## config.mk

```make
export PLATFORM = sky130hd
export DESIGN_NAME = secuenciador_serial_izq_der
export DESIGN_NICKNAME = d
export VERILOG_FILES = /design/src/rtl/secuenciador_serial_izq_der.sv
export SDC_FILE = /design/constraint.sdc
export NUM_CORES = 1
export LEC_CHECK = 0
export ABC_CLOCK_PERIOD_IN_PS = 2250
export CORE_UTILIZATION = 30
export CTS_BUF_LIST = sky130_fd_sc_hd__clkbuf_8
export DETAILED_ROUTE_END_ITERATION = 8
export GPL_TIMING_DRIVEN = 0
export HOLD_SLACK_MARGIN = 0.03
export SETUP_SLACK_MARGIN = 0.02
export SLEW_MARGIN = 20
export SYNTH_ARGS = -nofsm -noshare
export SYNTH_HDL_FRONTEND = slang
export SYNTH_SLANG_ARGS = --single-unit
```

## constraint.sdc

```tcl
create_clock -name clk -period 2.25 [get_ports clk]
set_input_delay 0.45 -clock clk [delete_from_list [all_inputs] [get_ports clk]]
set_output_delay 0.45 -clock clk [all_outputs]
set_load 0.01 [all_outputs]
```

## src/rtl/secuenciador_serial_izq_der.sv

```systemverilog
// Bit-serial MSB-first unsigned A > B comparator with valid/ready handshakes.
// Optional SECUENCIADOR_EARLY_EXIT_EN: finish as soon as the decision is made.
module secuenciador_serial_izq_der #(
  parameter int N = 3
) (
  input  logic         clk,
  input  logic         reset,
  input  logic         in_valid,
  output logic         in_ready,
  input  logic [N-1:0] A,
  input  logic [N-1:0] B,
  output logic         out_valid,
  input  logic         out_ready,
  output logic         Zout,
  output logic         Eq,
  output logic         busy
);

  localparam int CW = $clog2(N + 1);

  typedef enum logic [1:0] {
    IDLE,
    SHIFT,
    DONE
  } state_t;

  state_t        state;
  logic          p;
  logic          q;
  logic [N-1:0]  sa;
  logic [N-1:0]  sb;
  logic [CW-1:0] count;

  logic          ai;
  logic          bi;
  logic          p_n;
  logic          q_n;
  logic [CW-1:0] count_n;
  logic          fin;

  assign ai      = sa[N-1];
  assign bi      = sb[N-1];
  assign p_n     = p | (~q & ai & ~bi);
  assign q_n     = q | (~p & ~ai & bi);
  assign count_n = count - CW'(1);

`ifdef SECUENCIADOR_EARLY_EXIT_EN
  assign fin = (count_n == '0) | p_n | q_n;
`else
  assign fin = (count_n == '0);
`endif

  always_ff @(posedge clk) begin
    if (reset) begin
      state     <= IDLE;
      p         <= 1'b0;
      q         <= 1'b0;
      sa        <= '0;
      sb        <= '0;
      count     <= '0;
      in_ready  <= 1'b1;
      out_valid <= 1'b0;
      busy      <= 1'b0;
      Zout      <= 1'b0;
      Eq        <= 1'b0;
    end else begin
      unique case (state)
        IDLE: begin
          if (in_valid) begin
            sa       <= A;
            sb       <= B;
            p        <= 1'b0;
            q        <= 1'b0;
            count    <= CW'(N);
            state    <= SHIFT;
            in_ready <= 1'b0;
            busy     <= 1'b1;
          end
        end
        SHIFT: begin
          p     <= p_n;
          q     <= q_n;
          sa    <= {sa[N-2:0], 1'b0};
          sb    <= {sb[N-2:0], 1'b0};
          count <= count_n;
          if (fin) begin
            Zout      <= p_n;
            Eq        <= ~p_n & ~q_n;
            out_valid <= 1'b1;
            state     <= DONE;
          end
        end
        DONE: begin
          if (out_ready) begin
            state     <= IDLE;
            out_valid <= 1'b0;
            busy      <= 1'b0;
            in_ready  <= 1'b1;
          end
        end
        default: state <= IDLE;
      endcase
    end
  end

endmodule

```

==> metrics.cfg, run 1 <==
[global_route]
grt_overflow=0
antenna_found_initial=0
grt_pass1_vias=553
grt_max_degree=11
grtUsageTotal_pct=11.69
grt_first_pass_wirelength_um=2373

[timing]
max_slew_margin_pct=66.60
setup_viol=0
fmax_mhz=630.3
max_slew.worst_pin.slew_ns=0.5010
hold_viol=0
slew_viol_final=0
rsz0062_at_grt=no
min_period_ns=1.586
tns_ns=0
holdWs_ns=0.4527
finalCritPeriodShare_pct=70.51
finClkSkew_ns=0.0007182

[logic_synthesis]
synth_cell_types=25
synth_fa_ha_area_share_pct=1.669
synth_compound_area_share_pct=19.37
synthesis.nets=97
synth_xor_area_share_pct=1.169
synth_top_family_by_area=simple AND/OR/NAND/NOR gates
synthMuxAreaShare_pct=5.342
synth.avg_cell_area_um2=8.715
synth-warning-count=0
synth_area_um2=749.5
synth_seq_cells=17
synth_cells=86
synth-simple-area-share_pct=22.70
yosysSeqAreaShare_pct=45.41

[critical_path]
critical_path_class=register to primary output
arrival_ns=1.14
r2r_slack_ns=0.84
cp_top_family=buffers and inverters
critPathCaptureType=primary output
slowest_delay_ns=0.54
worst-r2r-cell-count=4
critPathBufInv=1
cp_max_fo=3
critPathLaunchType=register
cpMaxStageDelayCell=clkdlybuf4s50_1
r2r_end=Eq
worst_ep_required_time_ns=1.80
r2r-start=count[0]
path_cells=clkdlybuf4s50_1

[drt]
drtIter0Drc=13
first_pass_iters=4
drt-vias-per-instance=5.099
drcViolationCount=0
avgRoutedWirePerCell_um=11.44
vias=668
routed_wl_um=1499
antenna_left=0

[die]
ioPinCount=15
core_area_mm2=0.002276
die_area_mm2=0.002702
initial_core_util_pct=32.93
die_h_um=51.98
fp-row-count=17
fp.dieW_um=51.98

[power]
p_per_area_mw_per_mm2=729.9
p_total_uw=700.5
power_leakage_uw=0.0003565
ir_worst_vdd_mv=0.3461

[clock_tree]
cts.sinks=17
clk_path_buf_depth=2
cts_buffers=3
h-tree-depth=1
clk_pin_slew_worst_paths_ns=0.06
cts_tree=yes
cts-root-buf=clkbuf_8
cts_resized=0
clk_latency_ns=0.25
ctsHoldBuffers=0
post-cts-setup-buffer-count=0

[finish]
drive_gt1_share_pct=6.796
area_growth_pct=28.05
nets=115
insertedDiodeCount=0
utilization_pct=42.17
stdcell_area_um2=959.7

[min_path]
holdPathEnd=Eq
hp-start=Eq
hold_path_depth=2
hold_path_class=register to register

[place]
post-dp-hpwl_um=1074
dpl_cell_area_um2=914.6
routabilityCongestion=0.7750
io_buffers=13

[outcome]
outcome=finished clean

[job]
drv_cap=0

placed cells by master, fill, tap and decap left out, types with 2 or more instances in the layout:
master           count
nor3b_1              2
mux2i_1              4
o21ai_0              6
nand2b_1             3
nor3_1               4
dfxtp_1             17
nand2_1              4
nor2b_1              3
nand3_1              2
clkbuf_8             3
nor4b_1              2
clkdlybuf4s50_1     13
buf_2                2
inv_1                4
nor2_1               8
a211oi_1             4
a21oi_1             10
clkbuf_1             3
worst max path at each step:
stage / endpoint / depth (start not counted) / startpoint
floorplan: Eq / 4 / count[0]
global placement: sa[1] / 5 / in_valid
detailed placement: count[0] / 5 / in_valid
CTS: busy / 1 / busy
global route: busy / 1 / busy
finish: in_ready / 1 / in_ready
area by class of cell:
class,instances,area (um2)
plain buffers,5,21.27
clock buffers,3,41.29
clock inverters,1,3.754
fillers,233,1316
inverters,3,11.26
multi-input cells,61,376.6
flip-flops and latches,17,340.3
well taps,28,35.03
repair buffers,13,130.1
flip-flops by register name, indices dropped and copies added (netlist names):
| register | count |
|---|---|
| q | 1 |
| in_ready | 1 |
| state | 2 |
| out_valid | 1 |
| sa | 3 |
| sb | 3 |
| busy | 1 |
| p | 1 |
| Zout | 1 |
| count | 2 |
| Eq | 1 |
per-stage QoR:
stage               cells  setup WS [ns]
floorplan              86         0.9631
global placement      127         0.5200
detailed placement    127         0.4817
CTS                   131         0.6521
global route          131         0.6169
finish                131         0.6635
where the power goes:
part / switching [uW] / leakage (uW) / internal [uW]
sequential: 21.8 / 0.000140 / 328
clock: 101 / 0.0000269 / 121
combinational: 59.3 / 0.000189 / 69.4
per-layer routing:
metal | wire length, um | GRT usage [%] | part of all wire (%) | vias to the layer above
li1 | - | - | - | 339
met1 | 749 | 15.85 | 50 | 313
met2 | 682 | 18.59 | 45 | 14
met3 | 52 | 1.754 | 3.5 | 2
met4 | 14 | 4.054 | 0.93 | 0
met5 | 0 | 0 | 0 | -
cells by family (layout without fill, tap and decap cells):
logic type      count (synthesis)  in the layout
compound gates                 24             24
xor+xnor                        1              1
fa+ha+maj                       1              1
buf+inv                         8             25
flops                          17             17
mux                             4              4
simple gates                   31             31
Yosys cell counts, drive strengths merged:
cell type  instances  area share [%]
nand2b             3             2.5
a21oi             10             6.7
buf                2             1.3
clkbuf             3             1.5
nand2              4             2.0
o21ba              1             1.3
o21ai              6             4.0
nor3               4             2.7
a311oi             1             1.2
or4                1             1.0
o21bai             1             1.0
nor4b              2             2.3
or3                1            0.84
xor2               1             1.2
dfxtp             17              45
mux2i              4             5.3
nor2b              3             2.5
nand3b             1             1.5
ha                 1             1.7
a211oi             4             4.0
inv                3             1.5
a2bb2oi            1             1.2
nor3b              2             2.0
nor2               8             4.0
nand3              2             1.3
Power figures use the tool's default switching activity.
==> run 2: changes to the inputs <==
- ABC_CLOCK_PERIOD_IN_PS: 2250 -> 1400
- clock period: 2.25 -> 1.4 ns (I/O delays scaled with it)
==> run 2 against run 1 <==
- clock power grew 61%
- utilization grew 1.3 points
- routed wire length grew 3.0%
- critical path type is now register to register
- critical endpoint is now Eq
- largest power group unchanged
==> metrics.cfg, run 2 (same netlist as run 1, synthesis figures left out) <==
[outcome]
outcome=finished clean

[power]
ir_worst_vdd_mv=0.5608  ; +62%
combPwrFrac_pct=18.8  ; +0.4 points
p_clk_share_pct=31.4  ; -0.3 points
p_seq_share_pct=49.8  ; -0.2 points
p_per_area_mw_per_mm2=1150  ; +57%
power_leakage_uw=0.0004090  ; +15%
swShare_pct=26.43  ; +0.44 points
p_int_uw=837.1  ; +61%
p_sw_uw=300.7  ; +65%

[critical_path]
critPathLaunchType=register
critPathCaptureType=register
critical_path_class=register to register
path_cells=inv_2, ha_4, nand3b_4, or4_1, a21oi_1
worst_ep_required_time_ns=1.58  ; -0.22 ns
cpMaxStageDelayCell=or4_1
slowest_delay_ns=0.47  ; -0.07 ns
arrival_ns=1.48  ; +0.34 ns
cp_max_fo=5  ; +2

[global_route]
grtUsageTotal_pct=12.00  ; +0.30 points
grt_max_degree=11  ; unchanged
grt_pass1_vias=562  ; +1.6%
antenna_found_initial=0  ; unchanged
grt_overflow=0  ; unchanged
grt_first_pass_wirelength_um=2421  ; +2.0%

[timing]
slew_viol_final=0  ; unchanged
holdWs_ns=0.4244  ; -0.02830 ns
tns_ns=0  ; unchanged
layout_setup_ws_ns=0.09786  ; -0.5657 ns
min_period_ns=1.302
setup_viol=0  ; unchanged
finClkSkew_ns=0.001231  ; +0.0005133 ns
rsz0062_at_grt=no
max_slew.worst_pin.slew_ns=0.5044  ; +0.003403 ns
hold_viol=0  ; unchanged
finalCritPeriodShare_pct=93.01
fmax_mhz=768.0
max_slew_margin_pct=66.37  ; -0.23 points

[finish]
drive_gt1_share_pct=11.54  ; +4.7 points
insertedDiodeCount=0  ; unchanged
top_regs=sa x3, sb x3
area_growth_pct=32.05
final_cell_mix=dfxtp_1, a21oi_1, nor2_1, clkdlybuf4s50_1, o21ai_0
utilization_pct=43.49  ; +1.3 points
layout.cells.most_common=dfxtp_1
stdcell_area_um2=989.7  ; +3.1%
nets=116  ; +0.87%

[clock_tree]
clk_latency_ns=0.25  ; about the same
clk_path_buf_depth=2  ; unchanged
clk_pin_slew_worst_paths_ns=0.07  ; about the same
ctsHoldBuffers=0  ; unchanged
cts_buffers=3  ; unchanged
cts.sinks=17  ; unchanged
cts_tree=yes
h-tree-depth=1  ; unchanged
cts-root-buf=clkbuf_8

[die]
fp-row-count=17  ; unchanged
ioPinCount=15  ; unchanged
core_area_mm2=0.002276  ; unchanged
initial_core_util_pct=32.93  ; unchanged
fp.dieW_um=51.98  ; unchanged
die_h_um=51.98  ; unchanged
die_area_mm2=0.002702  ; unchanged

[drt]
drcViolationCount=0  ; unchanged
drt-vias-per-instance=5.023  ; -1.5%
first_pass_iters=4  ; unchanged
routed_wl_um=1544  ; +3.0%
antenna_left=0  ; unchanged
vias=663  ; -0.75%
avgRoutedWirePerCell_um=11.70  ; +2.2%
drtIter0Drc=15  ; +2

[job]
drv_cap=0  ; unchanged

[place]
post-place-ws_ns=-0.1983  ; -0.6800 ns
dpl_cell_area_um2=914.6  ; unchanged
routabilityCongestion=0.7750  ; unchanged
io_buffers=13  ; unchanged
post-dp-hpwl_um=1074  ; unchanged

[min_path]
hold_path_class=input pin to register

[run 2: changes by cell type in the layout (fill, tap and decap cells not counted), sizes merged]
| cell | before | now |
|---|---|---|
| clkbuf | 6 | 7 |
| dlygate4sd2 | 0 | 5 |
| clkdlybuf4s50 | 13 | 7 |
| dlymetal6s2s | 0 | 1 |
[run 2: worst max-delay path: cells and delay by family (launching register included)]
kind                     cells  cell delay, ns
AND/OR/NAND/NOR              2            0.56
buffers and inverters        1            0.06
flip-flops                   1            0.32
adder cells (fa/ha/maj)      1            0.15
AO/OA/AOI/OAI                1            0.14
[run 2: through the flow]
step | cells | power (uW)
final | 132 | 1138
after global routing | 132 | 1201
after CTS | 132 | 1129
after detailed placement | 127 | 780.0
after global placement | 127 | 775.8
after floorplan | 86 | 699.6
[run 2: final cells by class]
| cell class | count | area (um2) |
|---|---|---|
| inverters | 3 | 11.26 |
| clock inverters | 1 | 3.754 |
| multi-input cells | 61 | 397.9 |
| repair buffers | 14 | 133.9 |
| clock buffers | 3 | 41.29 |
| flip-flops and latches | 17 | 342.8 |
| plain buffers | 5 | 23.77 |
| well taps | 28 | 35.03 |
| fillers | 233 | 1286 |
[run 2: final timing paths]
path / cells past startpoint / startpoint / slack [ns] / to
setup / recovery: 5 / count[1] / 0.1 / Eq
hold / removal: 2 / reset / 0.42 / sa[2]
setup reg to reg: 5 / count[1] / 0.1 / Eq
hold reg to reg: 2 / Eq / 0.45 / Eq
[run 2: layer usage]
layer / GRT usage [%] / up-vias / routed length, um
met3: 1.754 / 2 / 98
met5: 0 / - / 0
met2: 19.66 / 25 / 701
met4: 4.054 / 0 / 16
met1: 15.85 / 295 / 728
li1: - / 341 / -
[run 2: power by group through the flow]
stage               logic [uW]  clock network (uW)  registers (uW)
floorplan                  128                   0             572
global placement           205                   0             571
detailed placement         207                   0             573
CTS                        204                 364             561
global route               240                 388             573
finish                     214                 357             567
[run 2: timing repair]
| item | in CTS | in global routing |
|---|---|---|
| endpoints found under the hold margin | 0 | 0 |
| gates resized for setup | 6 | 7 |
| setup buffers | 1 | 0 |
| setup endpoints to repair | 6 | 5 |
| pin swaps | 1 | 0 |
